===== config.mk =====
export PLATFORM = sky130hd
export DESIGN_NAME = fx_mac_vec
export DESIGN_NICKNAME = d
export VERILOG_FILES = /design/src/rtl/fx_pkg.sv /design/src/rtl/fx_round_sat.sv /design/src/rtl/fx_mac_vec.sv
export SDC_FILE = /design/constraint.sdc
export NUM_CORES = 1
export LEC_CHECK = 0
export BUFFER_PORTS_ARGS = -buffer_cell sky130_fd_sc_hd__buf_2
export CAP_MARGIN = 0
export CORE_UTILIZATION = 67
export DETAILED_ROUTE_END_ITERATION = 16
export PLACE_DENSITY = 0.86
export SLEW_MARGIN = 10
export SYNTH_ARGS = -nofsm -noshare
export SYNTH_HDL_FRONTEND = slang
export SYNTH_HIERARCHICAL = 1
export SYNTH_SLANG_ARGS = --single-unit

===== constraint.sdc =====
create_clock -name clk -period 8.95 [get_ports clk]
set_input_delay 0.4475 -clock clk [delete_from_list [all_inputs] [get_ports clk]]
set_output_delay 0.4475 -clock clk [all_outputs]
set_load 0.02 [all_outputs]

===== src/rtl/fx_pkg.sv =====
// ============================================================================
//  Module   : fx_pkg
//  Brief    : Shared types and helpers for the fixed-point vector MAC.
//  Revision : 1.0
// ============================================================================
`default_nettype none

package fx_pkg;

    typedef enum logic [2:0] {
        ST_IDLE  = 3'd0,
        ST_ACCUM = 3'd1,
        ST_FLUSH = 3'd2,
        ST_ROUND = 3'd3,
        ST_OUT   = 3'd4
    } state_t;

    localparam logic [1:0] RM_TRUNC         = 2'd0;
    localparam logic [1:0] RM_HALF_UP       = 2'd1;
    localparam logic [1:0] RM_HALF_EVEN     = 2'd2;
    localparam logic [1:0] RM_HALF_EVEN_ALT = 2'd3;

    // Wide enough that KMAX full-precision products can never wrap.
    function automatic int acc_width(input int width, input int kmax);
        return 2 * width + $clog2(kmax);
    endfunction

endpackage

`default_nettype wire


===== src/rtl/fx_round_sat.sv =====
// ============================================================================
//  Module   : fx_round_sat
//  Brief    : Drops FRACTION bits of an accumulator with selectable rounding,
//             then saturates to a WIDTH-bit signed result.
//  Revision : 1.0
// ============================================================================
`default_nettype none

module fx_round_sat
    import fx_pkg::*;
#(
    parameter int WIDTH    = 8,
    parameter int FRACTION = 4,
    parameter int ACC_W    = 20
) (
    input  logic signed [ACC_W-1:0] acc,
    input  logic        [1:0]       mode,
    output logic        [WIDTH-1:0] res,
    output logic                    ovf
);

    // One guard bit above the shifted value so the increment cannot wrap.
    localparam int FW = ACC_W - FRACTION + 1;

    localparam logic        [FRACTION-1:0] c_half = FRACTION'(1) << (FRACTION - 1);
    localparam logic signed [FW-1:0]       c_max  = {{(FW-WIDTH+1){1'b0}}, {(WIDTH-1){1'b1}}};
    localparam logic signed [FW-1:0]       c_min  = ~c_max;

    logic signed [FW-1:0]       w_floor;
    logic        [FRACTION-1:0] w_frac;
    logic                       w_inc;
    logic signed [FW-1:0]       w_round;

    always_comb begin
        w_floor = {acc[ACC_W-1], acc[ACC_W-1:FRACTION]};
        w_frac  = acc[FRACTION-1:0];
        w_inc   = 1'b0;
        case (mode)
            RM_TRUNC:   w_inc = 1'b0;
            RM_HALF_UP: w_inc = (w_frac >= c_half);
            default:    w_inc = (w_frac > c_half) || ((w_frac == c_half) && w_floor[0]);
        endcase
        w_round = w_floor + {{(FW-1){1'b0}}, w_inc};

        if (w_round > c_max) begin
            res = c_max[WIDTH-1:0];
            ovf = 1'b1;
        end else if (w_round < c_min) begin
            res = c_min[WIDTH-1:0];
            ovf = 1'b1;
        end else begin
            res = w_round[WIDTH-1:0];
            ovf = 1'b0;
        end
    end

endmodule

`default_nettype wire


===== src/rtl/fx_mac_vec.sv =====
// ============================================================================
//  Module   : fx_mac_vec
//  Brief    : Multi-lane fixed-point dot-product engine with rounding,
//             saturation and ready/valid handshakes on both sides.
//  Revision : 1.0
// ============================================================================
`default_nettype none

module fx_mac_vec
    import fx_pkg::*;
#(
    parameter int WIDTH    = 8,
    parameter int FRACTION = 4,
    parameter int LANES    = 4,
    parameter int KMAX     = 16
) (
    input  logic                        clk,
    input  logic                        rst,
    input  logic                        clr_i,
    input  logic                        in_valid,
    output logic                        in_ready,
    input  logic [$clog2(KMAX+1)-1:0]   len_i,
    input  logic [1:0]                  rmode_i,
    input  logic [LANES*WIDTH-1:0]      win,
    input  logic [LANES*WIDTH-1:0]      din,
    output logic                        out_valid,
    input  logic                        out_ready,
    output logic [LANES*WIDTH-1:0]      acc_o,
    output logic [LANES-1:0]            ovf_o
);

    localparam int LW   = $clog2(KMAX + 1);
    localparam int ACCW = acc_width(WIDTH, KMAX);

    state_t         r_state;
    state_t         w_state_nxt;
    logic [LW-1:0]  r_cnt;
    logic [LW-1:0]  r_len;
    logic [1:0]     r_mode;
    logic           r_prod_vld;

    logic           w_accept;
    logic           w_first;
    logic           w_last;
    logic [LW-1:0]  w_eff_len;
    logic [LW-1:0]  w_cnt_nxt;

    assign w_accept  = in_valid & in_ready;
    assign w_first   = w_accept & (r_state == ST_IDLE);
    assign w_eff_len = (len_i == '0) ? LW'(KMAX) : len_i;
    assign w_cnt_nxt = r_cnt + LW'(1);
    assign w_last    = (r_state == ST_IDLE) ? (w_eff_len == LW'(1)) : (w_cnt_nxt == r_len);

    always_ff @(posedge clk or posedge rst) begin
        if (rst) begin
            r_state <= ST_IDLE;
        end else begin
            r_state <= w_state_nxt;
        end
    end

    always_comb begin
        w_state_nxt = r_state;
        case (r_state)
            ST_IDLE:  if (w_accept) w_state_nxt = w_last ? ST_FLUSH : ST_ACCUM;
            ST_ACCUM: if (w_accept && w_last) w_state_nxt = ST_FLUSH;
            ST_FLUSH: w_state_nxt = ST_ROUND;
            ST_ROUND: w_state_nxt = ST_OUT;
            ST_OUT:   if (out_ready) w_state_nxt = ST_IDLE;
            default:  w_state_nxt = ST_IDLE;
        endcase
        if (clr_i) w_state_nxt = ST_IDLE;
    end

    always_comb begin
        in_ready  = (r_state == ST_IDLE) || (r_state == ST_ACCUM);
        out_valid = (r_state == ST_OUT);
    end

    always_ff @(posedge clk or posedge rst) begin
        if (rst) begin
            r_cnt      <= '0;
            r_len      <= '0;
            r_mode     <= RM_TRUNC;
            r_prod_vld <= 1'b0;
        end else if (clr_i) begin
            r_cnt      <= '0;
            r_prod_vld <= 1'b0;
        end else begin
            r_prod_vld <= w_accept;
            if (w_first) begin
                r_cnt  <= LW'(1);
                r_len  <= w_eff_len;
                r_mode <= rmode_i;
            end else if (w_accept) begin
                r_cnt  <= w_cnt_nxt;
            end
        end
    end

    for (genvar i = 0; i < LANES; i++) begin : g_lane
        logic signed [2*WIDTH-1:0] w_a;
        logic signed [2*WIDTH-1:0] w_b;
        logic signed [2*WIDTH-1:0] r_prod;
        logic signed [ACCW-1:0]    r_acc;
        logic        [WIDTH-1:0]   w_res;
        logic        [WIDTH-1:0]   r_res;
        logic                      w_ovf;
        logic                      r_ovf;

        assign w_a = {{WIDTH{win[i*WIDTH+WIDTH-1]}}, win[i*WIDTH +: WIDTH]};
        assign w_b = {{WIDTH{din[i*WIDTH+WIDTH-1]}}, din[i*WIDTH +: WIDTH]};

        always_ff @(posedge clk or posedge rst) begin
            if (rst) begin
                r_prod <= '0;
                r_acc  <= '0;
                r_res  <= '0;
                r_ovf  <= 1'b0;
            end else if (clr_i) begin
                r_acc  <= '0;
            end else begin
                if (w_accept) r_prod <= w_a * w_b;
                // The first beat's product is still in flight, so clearing here is safe.
                if (w_first) begin
                    r_acc <= '0;
                end else if (r_prod_vld) begin
                    r_acc <= r_acc + {{(ACCW-2*WIDTH){r_prod[2*WIDTH-1]}}, r_prod};
                end
                if (r_state == ST_ROUND) begin
                    r_res <= w_res;
                    r_ovf <= w_ovf;
                end
            end
        end

        fx_round_sat #(
            .WIDTH    (WIDTH),
            .FRACTION (FRACTION),
            .ACC_W    (ACCW)
        ) u_round_sat (
            .acc  (r_acc),
            .mode (r_mode),
            .res  (w_res),
            .ovf  (w_ovf)
        );

        assign acc_o[i*WIDTH +: WIDTH] = r_res;
        assign ovf_o[i]                = r_ovf;
    end

endmodule

`default_nettype wire


==> impl_metrics.env, run 1 <==
export IMPL_clkLatencyLatePin_ps=450
export IMPL_worst_clock_skew_ps=15.3
export IMPL_cts_htree_levels=4
export IMPL_design_area_um2=24500
export IMPL_synth_top_area_share=0.213
export IMPL_pre_cts_ws_ps=4190
export IMPL_finalMaxSlewViolations=0
export IMPL_cts_tree="built"
export IMPL_multiInputGateArea_um2=16400
export IMPL_final_antenna_net_count=0
export IMPL_startpoint_type="input port"
export IMPL_status="completed"
export IMPL_drtIter0Drc=1309
export IMPL_grt_use_total=0.300
export IMPL_die_area_um2=35200
export IMPL_tightest_slew_ps=904
export IMPL_fill_cells=2502
export IMPL_num_rows=67
export IMPL_synth_edf_count=0
export IMPL_fmaxAchievable_mhz=232
export IMPL_dr_pass1_iters=5
export IMPL_die_h_um=188
export IMPL_final_nets=3144
export IMPL_timing_final_crit_share=0.482
export IMPL_seq_area_frac_synth=0.213
export IMPL_cts_sinks=196
export IMPL_ys_ff_latch=196
export IMPL_hp_class="in -> async"
export IMPL_hpwl_mm=39.9
export IMPL_grt_max_degree=130
export IMPL_cp_slowest_stage_delay_ps=570
export IMPL_vias_per_cell=5.90
export IMPL_grt_pass1_wl_mm=87.8
export IMPL_synthCells=2564
export IMPL_synth_top_flop_cell="dfrtp_1"
export IMPL_diodes=0
export IMPL_yosys_cell_types_count=73
export IMPL_drc_errors=0
export IMPL_core_area_um2=33700
export IMPL_cts_resized=0
export IMPL_rr_startpoint="g_lane[3].r_acc[4]"
export IMPL_ff2ff_path_depth=12
export IMPL_cts_made_buffers=17
export IMPL_cp_max_fo=8
export IMPL_crit_path_end_kind="flop"
export IMPL_ys_warn_count=6
export IMPL_ctsLongestPathBuffers=2
export IMPL_gp_congestion=0.922
export IMPL_antenna_found_initial=0
export IMPL_floorplan_initialDensity=0.685
export IMPL_clk_pin_slew_ps=70
export IMPL_slowest_stage="fa_1"
export IMPL_vdd_drop_max_mv=0.153
export IMPL_holdBufCountCts=0
export IMPL_powerDensity_nw_per_um2=228
export IMPL_cp_num_cells=17
export IMPL_worstSetupPathType="in -> reg"
export IMPL_finalHoldViolations=0
export IMPL_crit_arrival_ps=4620
export IMPL_r2r_end="g_lane[3].r_res[3]"
export IMPL_wl_mm=51.1
export IMPL_max_slew_margin=0.397
export IMPL_syn_area_per_cell_um2=9.00
export IMPL_setup_tns_final_ps=0
export IMPL_syn_num_nets=3065
export IMPL_yosysTopAreaCell="dfrtp_1"
export IMPL_crit_buf_inv=5
export IMPL_holdWs_ps=186
export IMPL_num_vias=18300
export IMPL_layout_min_cycle_time_ps=4310
export IMPL_rsz0062_at_grt="false"
export IMPL_power_leakage_uw=0.0120
export IMPL_post_cts_setup_buffers=0
export IMPL_dieWidth_um=188
export IMPL_dpl_cell_area_um2=24000
export IMPL_regArea_um2=4910
export IMPL_most_common_layout_cells="inv_1 (382), nand2_1 (224), fa_1 (224)"
export IMPL_cp_required_ps=9250
export IMPL_first_global_vias=18800
export IMPL_final_common_cell="inv_1"
export IMPL_setup_viol=0
export IMPL_drive_gt1_frac=0.0930
export IMPL_path_cells="buf_2, nand2b_1, fa_1, fa_1, inv_1, fa_1, inv_1, fa_1, inv_1, ha_1, inv_1, o21ai_0, a221o_1, a41oi_1, a21oi_1, xnor2_1, o21ai_0"
export IMPL_reg2reg_slack_ps=5450
export IMPL_cp_top_family="adder cells"
export IMPL_yosys_top_cells_area="dfrtp_1 (21%), fa_1 (19%), ha_1 (11%)"
export IMPL_syn_cell_area_um2=23100
export IMPL_area_growth_pct=6.32
export IMPL_worst_slack_ps=4640
export IMPL_post_route_util=0.728
export IMPL_routedWlPerCell_um=16.5
export IMPL_top_level_ports=114
export IMPL_drv_cap=0
export IMPL_root_buffer="clkbuf_16"
export IMPL_portBuffers=113
export IMPL_grt_remaining_overflow=0
export IMPL_synth_async_reset_ratio=1.00
==> final cells by class <==
cell class,count,share of cell area
multi-input cells,1923,0.670
flip-flops and latches,196,0.200
clock buffers,19,0.0177
repair buffers,121,0.0255
inverters,384,0.0591
well taps,448,0.0229
clock inverters,13,0.00505
==> report_power, final <==
part,switching [uW],internal [uW],leakage [uW]
Clock,370,366,0.000265
Combinational,2000,1520,0.00916
Sequential,238,1110,0.00259
Total,2600,3000,0.0120
==> flip-flops by register name, indices dropped and copies added, names as in the netlist <==
signal         cells
g_lane.r_acc      80
g_lane.r_prod     64
g_lane.r_res      32
r_cnt              5
r_len              5
g_lane.r_ovf       4
r_state            3
r_mode             2
r_prod_vld         1
==> metal layers <==
metal	vias up	share of wire	global-route usage
li1	8690	-	-
met1	9016	0.43	0.399
met2	524	0.49	0.524
met3	91	0.049	0.0286
met4	0	0.022	0.0854
met5	-	0	0
==> metrics by stage <==
step	cells	total power, uW
final	3104	5600
after floorplan	2564	4050
after global routing	3104	6130
after global placement	3072	4650
after CTS	3104	5600
after detailed placement	3072	4840
==> synthesized netlist by cell type, types with 5 or more instances <==
library cell    n
and2_1        176
dfrtp_1       196
inv_1         383
buf_4           5
buf_6           7
nor4_1         27
clkbuf_1       36
nand3_2         5
o21bai_1       14
ha_1          201
a41oi_1         9
nand2b_1       18
buf_1           9
mux2i_1        46
o21ai_0        94
o21a_1         24
o22ai_1         5
fa_1          224
o31ai_1        25
nor3_1         46
nand2_1       224
o211ai_1       13
nand4_1        23
a21o_1         32
and3_1         24
a31oi_1        12
or2_2           7
nor2_1        148
nor2b_1        16
nand3_1        62
o21ai_1        14
xor2_1         56
or3_1           9
a21oi_1       116
a211oi_1       22
xnor2_1       103
mux2_2         42
nand3b_1        7
==> worst max-delay path by stage <==
stage                 start                    to
floorplan               rst    g_lane[0].r_acc[0]
global placement     din[7]  g_lane[0].r_prod[15]
detailed placement  din[31]  g_lane[3].r_prod[15]
CTS                 din[31]  g_lane[3].r_prod[15]
global route        din[31]  g_lane[3].r_prod[15]
finish               win[0]  g_lane[0].r_prod[15]
==> kinds of logic after synthesis <==
logic type | Yosys count | share of synthesized area
flops | 196 | 0.213
compound gates | 429 | 0.125
xor+xnor | 159 | 0.0604
simple gates | 822 | 0.182
buf+inv | 445 | 0.0757
mux | 88 | 0.0405
fa+ha+maj | 425 | 0.303
Power figures use the tool's default switching activity.
==> run 2: changes to the inputs <==
- ABC_AREA: default -> 1
- CORE_UTILIZATION: 67 -> 58
- PLACE_DENSITY: 0.86 -> 0.79
- clock period: 8.95 -> 3.8 ns (I/O delays scaled with it)
==> impl_metrics.env, run 2 <==
export IMPL_vias_per_cell=5.00
export IMPL_holdWs_ps=20.5
export IMPL_die_h_um=213
export IMPL_synthCells=3759
export IMPL_fill_cells=3915
export IMPL_dieWidth_um=213
export IMPL_setup_tns_final_ps=0
export IMPL_top_regs="g_lane.r_acc (80), g_lane.r_prod (64), g_lane.r_res (32)"
export IMPL_yosys_top_cells_area="dfrtp_1 (19%), nand2_1 (18%), fa_1 (17%)"
export IMPL_wl_mm=57.4
export IMPL_cts_htree_levels=4
export IMPL_power_leakage_uw=0.0169
export IMPL_routedWlPerCell_um=12.6
export IMPL_clk_pin_slew_ps=70
export IMPL_ys_ff_latch=196
export IMPL_synth_top_flop_cell="dfrtp_1"
export IMPL_synth_edf_count=0
export IMPL_gp_congestion=0.959
export IMPL_yosys_cell_types_count=43
export IMPL_powerDensity_nw_per_um2=540
export IMPL_yosysTopAreaCell="dfrtp_1"
export IMPL_root_buffer="clkbuf_16"
export IMPL_startpoint_type="input port"
export IMPL_grt_remaining_overflow=0
export IMPL_tightest_slew_ps=974
export IMPL_largest_register="g_lane.r_acc"
export IMPL_worstSetupPathType="in -> reg"
export IMPL_floorplan_initialDensity=0.592
export IMPL_seq_area_frac_synth=0.191
export IMPL_area_growth_pct=11.1
export IMPL_ctsLongestPathBuffers=2
export IMPL_drv_cap=0
export IMPL_ys_warn_count=6
export IMPL_die_area_um2=45200
export IMPL_finalMaxSlewViolations=0
export IMPL_num_vias=22700
export IMPL_worst_clock_skew_ps=12.3
export IMPL_core_area_um2=43500
export IMPL_final_nets=4450
export IMPL_regArea_um2=4900
export IMPL_hp_class="in -> reg"
export IMPL_num_rows=76
export IMPL_final_common_cell="nand2_1"
export IMPL_antenna_found_initial=1
export IMPL_cts_sinks=196
export IMPL_layout_min_cycle_time_ps=3580
export IMPL_multiInputGateArea_um2=17500
export IMPL_most_common_layout_cells="nand2_1 (1252), inv_1 (788), nor2_1 (239)"
export IMPL_grt_use_total=0.271
export IMPL_syn_cell_area_um2=25700
export IMPL_cp_max_fo=7
export IMPL_dr_pass1_iters=7
export IMPL_top_level_ports=114
export IMPL_first_global_vias=21700
export IMPL_max_slew_margin=0.349
export IMPL_drc_errors=0
export IMPL_synth_common_cells="nand2_1 (1257), inv_1 (802), nor2_1 (239)"
export IMPL_grt_pass1_wl_mm=100
export IMPL_drive_gt1_frac=0.119
export IMPL_cts_tree="built"
export IMPL_crit_path_end_kind="flop"
export IMPL_reg2reg_slack_ps=970
export IMPL_finalHoldViolations=0
export IMPL_setup_viol=0
export IMPL_clkLatencyLatePin_ps=460
export IMPL_crit_arrival_ps=3930
export IMPL_cp_required_ps=4150
export IMPL_p_total_uw=15400
export IMPL_synth_top_area_share=0.191
export IMPL_syn_num_nets=4260
export IMPL_grt_max_degree=84
export IMPL_syn_area_per_cell_um2=6.85
export IMPL_synth_async_reset_ratio=1.00
export IMPL_largest_reg_flops=80
export IMPL_vdd_drop_max_mv=0.356
export IMPL_drtIter0Drc=1604
export IMPL_final_antenna_net_count=0
export IMPL_post_route_util=0.658
export IMPL_hpwl_mm=47.7
export IMPL_fmaxAchievable_mhz=279
export IMPL_portBuffers=113
export IMPL_synthMostInstantiatedCell="nand2_1"
export IMPL_timing_final_crit_share=0.943
export IMPL_rsz0062_at_grt="false"
export IMPL_status="completed"
export IMPL_cts_made_buffers=17
run 2: cell type report:
cell class,instances,area share
multi-input cells,2656,0.611
flip-flops and latches,196,0.172
inverters,809,0.106
repair buffers,269,0.0638
well taps,585,0.0256
clock buffers,17,0.0149
clock inverters,15,0.00635
diodes,1,0.0000876
run 2: power by group:
part,switching [uW],internal [uW]
registers,572,2610
clock network,929,947
logic,5890,4490
total,7390,8050
run 2: worst paths after layout:
kind,depth (start not counted),start,endpoint
worst max-delay path,18,din[15],g_lane[1].r_prod[13]
worst min-delay path,2,rmode_i[0],r_mode[0]
worst max register to register,15,r_mode[1],g_lane[1].r_res[2]
worst min register to register,2,g_lane[0].r_prod[2],g_lane[0].r_prod[2]
max in group asynchronous,4,rst,g_lane[1].r_prod[15]
min in group asynchronous,3,rst,g_lane[2].r_ovf
run 2: cell families after synthesis:
kind of cell	count (synthesis)	synth area share
AND/OR/NAND/NOR	1888	0.307
multiplexers	38	0.0166
AO/OA/AOI/OAI	229	0.0504
flip-flops	196	0.191
XOR/XNOR	76	0.0259
buffers and inverters	907	0.137
adder cells (fa/ha/maj)	425	0.272
run 2: routing by layer:
| layer | track usage | routed length (um) |
|---|---|---|
| met5 | 0 | 0 |
| met3 | 0.0263 | 2830 |
| met4 | 0.0610 | 776 |
| met1 | 0.402 | 28700 |
| met2 | 0.425 | 25100 |
run 2: stage by stage:
stage	setup slack, ps	area [um2]	instances
after floorplan	-11.8	26000	3759
after global placement	-163	27900	4509
after detailed placement	-238	27900	4509
after CTS	243	28600	4546
after global routing	4.34	28600	4548
final	218	28600	4548
run 2: worst max-delay path, stage by stage:
cell and delay [ps]:
buf_2 80, inv_1 100, or2_2 310, fa_1 510
fa_1 530, fa_1 520, fa_1 540, inv_1 40
ha_1 380, nand2_1 90, nor2_1 150, nand2_1 70
nand3_1 120, nand2_1 80, nand2_1 60, nand2_1 40
nand3_1 60, nand2_1 60
run 2: timing repair:
action                                 in CTS  in global routing
gates resized for setup                     0                  2
endpoints found under the hold margin      41                  0
setup endpoints to repair                   0                  2
hold buffers                                5                  0
setup buffers                               0                  1
